==> config.mk <==
export PLATFORM = sky130hd
export DESIGN_NAME = min_max_ctrl_flat
export DESIGN_NICKNAME = d
export VERILOG_FILES = /design/src/rtl/min_max_ctrl_if.sv /design/src/rtl/min_max_ctrl.sv /design/src/flat_wrapper.sv
export SDC_FILE = /design/constraint.sdc
export NUM_CORES = 1
export LEC_CHECK = 0
export ABC_AREA = 1
export CAP_MARGIN = 20
export CORE_ASPECT_RATIO = 2
export CORE_MARGIN = 5
export CORE_UTILIZATION = 44
export CTS_CLUSTER_DIAMETER = 200
export CTS_CLUSTER_SIZE = 25
export DETAILED_ROUTE_END_ITERATION = 8
export PLACE_DENSITY_LB_ADDON = 0.25
export SLEW_MARGIN = 20
export SYNTH_ARGS = -nofsm -noshare
export SYNTH_HDL_FRONTEND = slang
export SYNTH_SLANG_ARGS = --single-unit
==> constraint.sdc <==
create_clock -name clk_i -period 1.7 [get_ports clk_i]
set_clock_uncertainty 0.2 [all_clocks]
set_input_delay 0.34 -clock clk_i [delete_from_list [all_inputs] [get_ports clk_i]]
set_output_delay 0.34 -clock clk_i [all_outputs]
set_load 0.005 [all_outputs]
==> src/rtl/min_max_ctrl_if.sv <==
// Configuration request channel of min_max_ctrl.
// Signal names are seen from the controller side (slave modport).
//   cfg_valid_i : request valid            cfg_ready_o : controller can accept
//   cfg_com_i   : requested command        cfg_min_i   : requested lower bound
//   cfg_max_i   : requested upper bound    cfg_err_o   : one-cycle reject pulse
interface min_max_ctrl_if #(
    parameter int unsigned VALSIZE = 4
);
    logic               cfg_valid_i;
    logic               cfg_ready_o;
    logic [1:0]         cfg_com_i;
    logic [VALSIZE-1:0] cfg_min_i;
    logic [VALSIZE-1:0] cfg_max_i;
    logic               cfg_err_o;

    // Requester side
    modport master (
        output cfg_valid_i, cfg_com_i, cfg_min_i, cfg_max_i,
        input  cfg_ready_o, cfg_err_o
    );

    // Controller side
    modport slave (
        input  cfg_valid_i, cfg_com_i, cfg_min_i, cfg_max_i,
        output cfg_ready_o, cfg_err_o
    );
endinterface

==> src/rtl/min_max_ctrl.sv <==
// Front-end controller for min_max_top: accepts checked display configurations,
// holds them on registered outputs, generates the osc blink signal and can sweep
// val_o back and forth inside [min_o, max_o].
// Ports:
//   clk_i, rst_ni      : clock, synchronous active-low reset
//   cfg                : configuration channel (min_max_ctrl_if.slave)
//   sweep_en_i         : enables the value sweep
//   com_o/min_o/max_o  : held configuration
//   osc_o              : blink signal, half-period OSC_DIV cycles
//   val_o              : current value
// Build option: MIN_MAX_CTRL_SWAP_EN accepts min > max requests with bounds swapped.
module min_max_ctrl #(
    parameter int unsigned VALSIZE = 4,
    parameter int unsigned OSC_DIV = 8
) (
    input  logic               clk_i,
    input  logic               rst_ni,
    min_max_ctrl_if.slave      cfg,
    input  logic               sweep_en_i,
    output logic [1:0]         com_o,
    output logic [VALSIZE-1:0] min_o,
    output logic [VALSIZE-1:0] max_o,
    output logic               osc_o,
    output logic [VALSIZE-1:0] val_o
);
    localparam int unsigned CNT_W = (OSC_DIV > 1) ? $clog2(OSC_DIV) : 1;
    localparam logic [CNT_W-1:0] CNT_MAX = CNT_W'(OSC_DIV - 1);

    typedef enum logic {
        IDLE = 1'b0,
        LOAD = 1'b1
    } state_e;

    state_e             state_q, state_d;
    logic [1:0]         com_q, com_d;
    logic [VALSIZE-1:0] min_q, min_d;
    logic [VALSIZE-1:0] max_q, max_d;
    logic [VALSIZE-1:0] val_q, val_d;
    logic               osc_q, osc_d;
    logic               err_q, err_d;
    logic               dir_up_q, dir_up_d;
    logic [CNT_W-1:0]   cnt_q, cnt_d;

    logic               hs;
    logic               wrap;
    logic               rise;

    assign hs   = cfg.cfg_valid_i && (state_q == IDLE);
    assign wrap = (cnt_q == CNT_MAX);
    assign rise = wrap && !osc_q;

    // Next-state: FSM, divider, sweep, then configuration load (load overrides sweep)
    always_comb begin
        state_d  = state_q;
        com_d    = com_q;
        min_d    = min_q;
        max_d    = max_q;
        val_d    = val_q;
        osc_d    = osc_q;
        err_d    = 1'b0;
        dir_up_d = dir_up_q;
        cnt_d    = wrap ? '0 : cnt_q + CNT_W'(1);

        if (wrap) begin
            osc_d = ~osc_q;
        end

        case (state_q)
            IDLE:    if (hs) state_d = LOAD;
            LOAD:    state_d = IDLE;
            default: state_d = IDLE;
        endcase

        // Step only while strictly inside the bound, so val never wraps
        if (rise && sweep_en_i) begin
            if (dir_up_q) begin
                if (val_q < max_q) begin
                    val_d = val_q + VALSIZE'(1);
                    if (val_d == max_q) dir_up_d = 1'b0;
                end
            end else begin
                if (val_q > min_q) begin
                    val_d = val_q - VALSIZE'(1);
                    if (val_d == min_q) dir_up_d = 1'b1;
                end
            end
        end

        if (hs) begin
            if (cfg.cfg_min_i <= cfg.cfg_max_i) begin
                com_d    = cfg.cfg_com_i;
                min_d    = cfg.cfg_min_i;
                max_d    = cfg.cfg_max_i;
                val_d    = cfg.cfg_min_i;
                dir_up_d = 1'b1;
            end else begin
`ifdef MIN_MAX_CTRL_SWAP_EN
                com_d    = cfg.cfg_com_i;
                min_d    = cfg.cfg_max_i;
                max_d    = cfg.cfg_min_i;
                val_d    = cfg.cfg_max_i;
                dir_up_d = 1'b1;
`else
                err_d    = 1'b1;
`endif
            end
        end
    end

    // State registers with synchronous reset
    always_ff @(posedge clk_i) begin
        if (!rst_ni) begin
            state_q  <= IDLE;
            com_q    <= '0;
            min_q    <= '0;
            max_q    <= '1;
            val_q    <= '0;
            osc_q    <= 1'b0;
            err_q    <= 1'b0;
            dir_up_q <= 1'b1;
            cnt_q    <= '0;
        end else begin
            state_q  <= state_d;
            com_q    <= com_d;
            min_q    <= min_d;
            max_q    <= max_d;
            val_q    <= val_d;
            osc_q    <= osc_d;
            err_q    <= err_d;
            dir_up_q <= dir_up_d;
            cnt_q    <= cnt_d;
        end
    end

    assign cfg.cfg_ready_o = (state_q == IDLE);
    assign cfg.cfg_err_o   = err_q;
    assign com_o           = com_q;
    assign min_o           = min_q;
    assign max_o           = max_q;
    assign osc_o           = osc_q;
    assign val_o           = val_q;
endmodule

==> src/flat_wrapper.sv <==
// flat-port wrapper written by rule: the top's interface ports become plain ports
module min_max_ctrl_flat 
#(
    parameter int unsigned VALSIZE = 4,
    parameter int unsigned OSC_DIV = 8
)
  (clk_i, rst_ni, sweep_en_i, com_o, min_o, max_o, osc_o, val_o, cfg_cfg_valid_i, cfg_cfg_com_i, cfg_cfg_min_i, cfg_cfg_max_i, cfg_cfg_ready_o, cfg_cfg_err_o);
  min_max_ctrl_if #(.VALSIZE(VALSIZE)) cfg_i ();
  input  logic clk_i;
  input  logic rst_ni;
  input  logic sweep_en_i;
  output logic [1:0] com_o;
  output logic [VALSIZE-1:0] min_o;
  output logic [VALSIZE-1:0] max_o;
  output logic osc_o;
  output logic [VALSIZE-1:0] val_o;
  input wire logic [$bits(cfg_i.cfg_valid_i)-1:0] cfg_cfg_valid_i;
  input wire logic [$bits(cfg_i.cfg_com_i)-1:0] cfg_cfg_com_i;
  input wire logic [$bits(cfg_i.cfg_min_i)-1:0] cfg_cfg_min_i;
  input wire logic [$bits(cfg_i.cfg_max_i)-1:0] cfg_cfg_max_i;
  output wire logic [$bits(cfg_i.cfg_ready_o)-1:0] cfg_cfg_ready_o;
  output wire logic [$bits(cfg_i.cfg_err_o)-1:0] cfg_cfg_err_o;
  assign cfg_i.cfg_valid_i = cfg_cfg_valid_i;
  assign cfg_i.cfg_com_i = cfg_cfg_com_i;
  assign cfg_i.cfg_min_i = cfg_cfg_min_i;
  assign cfg_i.cfg_max_i = cfg_cfg_max_i;
  assign cfg_cfg_ready_o = cfg_i.cfg_ready_o;
  assign cfg_cfg_err_o = cfg_i.cfg_err_o;
  min_max_ctrl #(.VALSIZE(VALSIZE), .OSC_DIV(OSC_DIV)) u_core (.clk_i(clk_i), .rst_ni(rst_ni), .cfg(cfg_i), .sweep_en_i(sweep_en_i), .com_o(com_o), .min_o(min_o), .max_o(max_o), .osc_o(osc_o), .val_o(val_o));
endmodule
==> results.md, run 1 <==
* GRT Util Overall at 18.6%
* Slew HR at 76.0%
* Routability cong. at 0.946
* RR Startpoint: u_core.val_o[2]$_SDFF_PN0_
* Vias at 1498
* Synth Area in Simple Gates at 30.3%
* Post-Route WL at 4340 um
* Synthesized area at 1330 um2
* Number of buffers and inverters on the critical path at 3
* Worst-path maximum fanout at 3
* I/O pin total at 31
* Drt initial violations at 25
* Fin worst setup slack at -0.137 ns
* CTS tree: built
* Initial Utilization at 45.2%
* Vias in the first global route at 1475
* TritonCTS Buffers at 3
* CTS max path bufs at 2
* Fillers at 195
* WS Path Type: flop to flop
* CORE AREA at 2940 um2
* Mux contribution to synthesized area at 0%
* Clock slew at reported path FFs at 0.08 ns
* Initial antenna violation count at 0
* Die height at 87.7 um
* Layout area overhead at 76.7%
* Max Slew Vio Count at 0
* Clk Latency, worst-skew pair at 0.26 ns
* Compound-gate portion of the synthesized area at 8.76%
* Die area at 4290 um2
* Post-synth cell types at 21
* CP dominant cell by count: nand2_1
* Inserted Diodes at 0
* Tightest Hold Check Type: flop to flop
* Largest net degree at the start of global routing at 13
* FMAX at 544 MHz
* FF-to-FF End: u_core.val_o[2]$_SDFF_PN0_
* Syn. warnings at 0
* R2r worst-path depth at 12
* Synthesis-stage register bit count at 21
* Residual DRC count at 0
* CTS H-Tree Depth at 1
* Max-cap violation count at 0
* Worst R2R Setup Slack at -0.14 ns
* Main combinational cell family by area after synthesis: simple AND/OR/NAND/NOR gates
* Setup violators final at 4
* First-pass GRT wire length at 6310 um
* Hold path depth at 1
* Final worst-path cycle share at 108%
* Post-DR vias/cell at 5.17
* # clock sinks at 21
* Share of the yosys chip area belonging to registers at 31.6%
* Worst Tran Pin Value at 0.360 ns
* Final net count at 291
* Static leakage at 0.00118 uW
* Min-delay src: u_core.cnt_q[0]$_SDFF_PP0_
* Layout cells sized above 1 at 45.4%
* Synth Area in Adders at 15.1%
* Root buf cell: clkbuf_8
* Fin crit period at 1.84 ns
* Hold endpoint: u_core.cnt_q[0]$_SDFF_PP0_
* RSZ-0062 raised after global routing: yes
* Final Hold Viols at 0
* Power Total at 1490 uW
* Setup crit end kind: flop
* Failing checks: negative setup slack
* Peak VDD IR at 566 uV
* Power per Cell Area at 635 nW/um2
* Sequential Area at 447 um2
* Remaining global-route overflow at 0
* Syn avg cell area at 7.11 um2
* Pre-CTS setup slack at -0.513 ns
* # rows at 28
* Hold Buf Count CTS at 0
* Synth Area in XOR/XNOR at 4.61%
* Cells after Synth at 187
* Area of the multi-input gates at 1070 um2
* IO Port Bufs at 30
* Routed length per instance at 15.0 um
* Final antenna-violating net count at 0
* Crit-path cells: buf_6, ha_4, nand2_2, inv_2, nand2_4, buf_4, nand4_1, nand2_1, nand2_1, nand2_2, nand2_1, nand2_1
* Final HPWL DP at 3000 um
* Post-Syn Nets at 217
* Die Wd at 48.9 um
* Critical path arrival at 1.78 ns
* Req. time, crit path at 1.64 ns
* Crit path max-delay family: simple AND/OR/NAND/NOR gates
* CP peak stage delay at 0.37 ns
* CP Launch Type: flop
* Hold slack final at 0.240 ns
* CP max-delay cell: dfxtp_4
* Pre-antenna DRT Iters at 4
* Status: finished with violations
## cells in the mapped netlist (all sizes together)
| library cell | n | area [um2] |
|---|---|---|
| o211ai | 3 | 22.5 |
| dfxtp | 21 | 420 |
| ha | 16 | 200 |
| inv | 34 | 128 |
| nor3 | 2 | 10.0 |
| nand2 | 54 | 236 |
| xnor2 | 1 | 8.76 |
| xor2 | 6 | 52.6 |
| o21ai | 6 | 30.0 |
| nor2 | 10 | 40.0 |
| o2111ai | 1 | 8.76 |
| a21oi | 11 | 55.1 |
| nand3 | 21 | 110 |
| nand4 | 1 | 6.26 |
## kinds of logic after synthesis
group,after synthesis
simple gates,88
fa+ha+maj,16
compound gates,21
flops,21
buf+inv,34
xor+xnor,7
## sequential cells by signal, summed over array words and instances, names as in the netlist
register and cells:
u_core.cnt_q 3, u_core.min_o 4, u_core.osc_o 1, u_core.dir_up_q 1
u_core.max_o 4, u_core.cfg.cfg_err_o 1, u_core.com_o 2, u_core.state_q 1
u_core.val_o 4
## stage by stage
step	cells	TNS [ns]	instance area, um2	utilization [%]
3_5_place_dp	276	-7.11	1900	64.7
6_report	290	-0.182	2350	79.8
2_1_floorplan	187	0	1340	-
5_1_grt	290	-0.546	2350	79.8
3_3_place_gp	276	-6.79	1900	64.7
4_1_cts	284	-0.0252	2100	71.5
## worst max-delay path by stage
stage	from	endpoint	slack, ns	cells past startpoint
floorplan	u_core.val_o[0]$_SDFF_PN0_	u_core.dir_up_q$_SDFF_PN1_	0.008	9
global placement	cfg_cfg_max_i[1]	u_core.val_o[1]$_SDFF_PN0_	-0.49	13
detailed placement	cfg_cfg_max_i[1]	u_core.val_o[3]$_SDFF_PN0_	-0.51	13
CTS	u_core.val_o[2]$_SDFF_PN0_	u_core.val_o[2]$_SDFF_PN0_	-0.02	12
global route	u_core.val_o[2]$_SDFF_PN0_	u_core.val_o[2]$_SDFF_PN0_	-0.18	12
finish	u_core.val_o[2]$_SDFF_PN0_	u_core.val_o[2]$_SDFF_PN0_	-0.14	12
## power by group
group	switching [uW]	internal, uW	leakage [uW]
logic	310	303	0.000976
registers	31.5	529	0.000176
clock network	156	163	0.0000255
## area by class of cell
| class | count | area share, % |
|---|---|---|
| Clock buffer | 3 | 1.76 |
| Sequential cell | 21 | 19.0 |
| Multi-Input combinational cell | 132 | 45.6 |
| Timing Repair Buffer | 69 | 25.8 |
| Clock inverter | 1 | 0.213 |
| Inverter | 34 | 6.07 |
| Tap cell | 30 | 1.60 |
## metal layers
metal	track usage [%]	part of all wire, %	wire, um	vias up
li1	-	-	-	746
met1	16.1	34	1460	695
met2	39.6	58	2520	39
met3	1.53	3.3	142	18
met4	9.31	4.9	212	0
met5	0	0	0	-
## what timing repair did
item / CTS / global route
buffers inserted: 4 / 6
resized for setup: 62 / 57
pin swaps: 12 / 25
endpoints found under the setup margin: 27 / 17
## layout by cell type (no fill, tap or decap), types with 3 or more instances in the layout
cell	count
nand3_1	13
clkdlybuf4s50_1	10
o21ai_1	4
nor2_1	8
clkbuf_8	3
xor2_1	5
inv_1	19
ha_1	5
nand2_2	10
a21oi_2	3
inv_4	3
a21oi_1	6
inv_2	11
dfxtp_2	9
o211ai_1	3
nand2_4	6
nand2_1	36
nand3_2	8
dlymetal6s2s_1	3
buf_6	4
buf_4	34
dfxtp_4	4
ha_4	11
dfxtp_1	8
dlygate4sd2_1	14
No activity file was read; power rests on OpenSTA's default activity.
==> run 2: changes to the inputs <==
CELL_PAD_IN_SITES_DETAIL_PLACEMENT = 0   (was default)
CELL_PAD_IN_SITES_GLOBAL_PLACEMENT = 1   (was default)
CORE_UTILIZATION = 31   (was 44)
TNS_END_PERCENT = 5   (was default)
==> run 2 against run 1 <==
The run still ends with negative setup slack left. Global-route usage decreased by 4.1 points. Register-to-register slack improved by 0.13 ns. Critical endpoint unchanged. Sequential power fell by 1%. Power shrank 2.3%. Largest power group unchanged. Non-clock buffer count up 8. Clock power shrank 2%. Critical path type unchanged.
==> results.md, run 2 (same netlist as run 1, synthesis figures left out) <==
* Status: finished with violations
* Failing checks: negative setup slack
* Commonest non-fill, non-tap cell in the layout: buf_4
* Max Slew Vio Count at 0
* Post-route cell area at 2340 um2
* Final antenna-violating net count at 0
* CORE AREA at 4130 um2
* Sequential share of power at 38.1%
* Worst Tran Pin Value at 0.351 ns
* Fin crit period at 1.70 ns
* Setup crit end kind: flop
* IO Port Bufs at 30
* P_sw at 459 uW
* Die area at 5780 um2
* Power per Cell Area at 623 nW/um2
* Initial antenna violation count at 0
* Clock share of power at 21.5%
* Layout Utilization at 56.6%
* Pre-antenna DRT Iters at 4
* Residual DRC count at 0
* Die height at 103 um
* Root buf cell: clkbuf_8
* Critical path arrival at 1.65 ns
* Comb power frac at 40.4%
* Layout cells sized above 1 at 43.7%
* First-pass GRT wire length at 6640 um
* Sw Share at 31.5%
* I/O pin total at 31
* Tightest Hold Check Type: flop to flop
* Final Hold Viols at 0
* Post-DR vias/cell at 4.55
* Commonest non-fill, non-tap cells in the layout: buf_4 (44), nand2_1 (40), inv_1 (21)
* CTS max path bufs at 2
* Static leakage at 0.00118 uW
* Final worst-path cycle share at 100%
* Clk Latency, worst-skew pair at 0.25 ns
* Post-Route WL at 3950 um
* Die Wd at 56.3 um
* Final net count at 299
* CP Launch Type: flop
* CTS H-Tree Depth at 1
* GRT Util Overall at 14.5%
* Worst-path maximum fanout at 4
* Inserted Diodes at 0
* Int Pwr at 998 uW
* Remaining global-route overflow at 0
* Slew HR at 76.6%
* FMAX at 587 MHz
* Max-cap violation count at 0
* Largest net degree at the start of global routing at 13
* Routability cong. at 0.774
* Layout area overhead at 76.0%
* Hold Buf Count CTS at 0
* Vias in the first global route at 1523
* Clock slew at reported path FFs at 0.07 ns
* DP Area at 2000 um2
* WS Path Type: flop to flop
* Initial Utilization at 32.2%
* Pre-CTS setup slack at -0.535 ns
* TritonCTS Buffers at 3
* # clock sinks at 21
* Final HPWL DP at 3240 um
* # rows at 33
* Fin worst setup slack at -0.00466 ns
* Req. time, crit path at 1.65 ns
* Setup violators final at 1
* RSZ-0062 raised after global routing: yes
* Routed length per instance at 12.3 um
* Power Total at 1460 uW
* CTS tree: built
* Peak VDD IR at 662 uV
* Drt initial violations at 9
* Vias at 1456
run 2: routing by layer:
layer,GRT usage (%),share of wire [%],vias to the layer above
met5,0,0,-
met4,5.67,2.5,0
met3,1.13,3.0,8
met2,31.7,62,31
met1,12.8,33,656
li1,-,-,761
run 2: path summary, 6_finish.rpt:
check | slack (ns) | end | cells past startpoint | startpoint
worst max register to register | -0.005 | u_core.val_o[2]$_SDFF_PN0_ | 12 | u_core.max_o[2]$_SDFFE_PN1P_
worst min register to register | 0.22 | u_core.cnt_q[0]$_SDFF_PP0_ | 1 | u_core.cnt_q[0]$_SDFF_PP0_
worst max-delay path | -0.005 | u_core.val_o[2]$_SDFF_PN0_ | 12 | u_core.max_o[2]$_SDFFE_PN1P_
worst min-delay path | 0.22 | u_core.cnt_q[0]$_SDFF_PP0_ | 1 | u_core.cnt_q[0]$_SDFF_PP0_
run 2: metrics by stage:
stage               setup TNS (ns)  instances  hold WS (ns)
floorplan                        0        187         0.199
detailed placement           -7.42        307         0.212
CTS                        -0.0885        319         0.223
global route                -0.460        320         0.271
global placement             -6.99        307         0.220
finish                    -0.00466        320         0.220
run 2: power by group through the flow:
stage	registers, uW	logic [uW]	clock network, uW
after floorplan	566	222	0
after global placement	559	487	0
after detailed placement	559	491	0
after CTS	552	548	326
after global routing	561	662	347
final	555	589	313
run 2: worst max-delay path, cell delays in order, from the launching register on:
cell and delay (ns):
dfxtp_2 0.33, inv_1 0.05, ha_1 0.28, nand2_1 0.07
inv_1 0.04, nand2_2 0.08, nand2_4 0.08, a21oi_4 0.16
nand2_2 0.10, nand2_1 0.07, nand2_1 0.06, nand2_1 0.05
nand2_1 0.04
run 2: layout make-up:
class / count / area (um2)
Clock buffer: 3 / 41.3
Clock inverter: 1 / 5.00
Fill cell: 421 / 1790
Inverter: 34 / 138
Multi-Input combinational cell: 132 / 978
Sequential cell: 21 / 444
Tap cell: 52 / 65.1
Timing Repair Buffer: 77 / 667
run 2: repair_timing:
item | 4_1_cts | 5_1_grt
gates cloned | 0 | 0
hold endpoints to repair | 0 | 0
gates resized for setup | 66 | 29
pin swaps | 9 | 12
setup endpoints to repair | 28 | 16
buffers inserted | 8 | 1
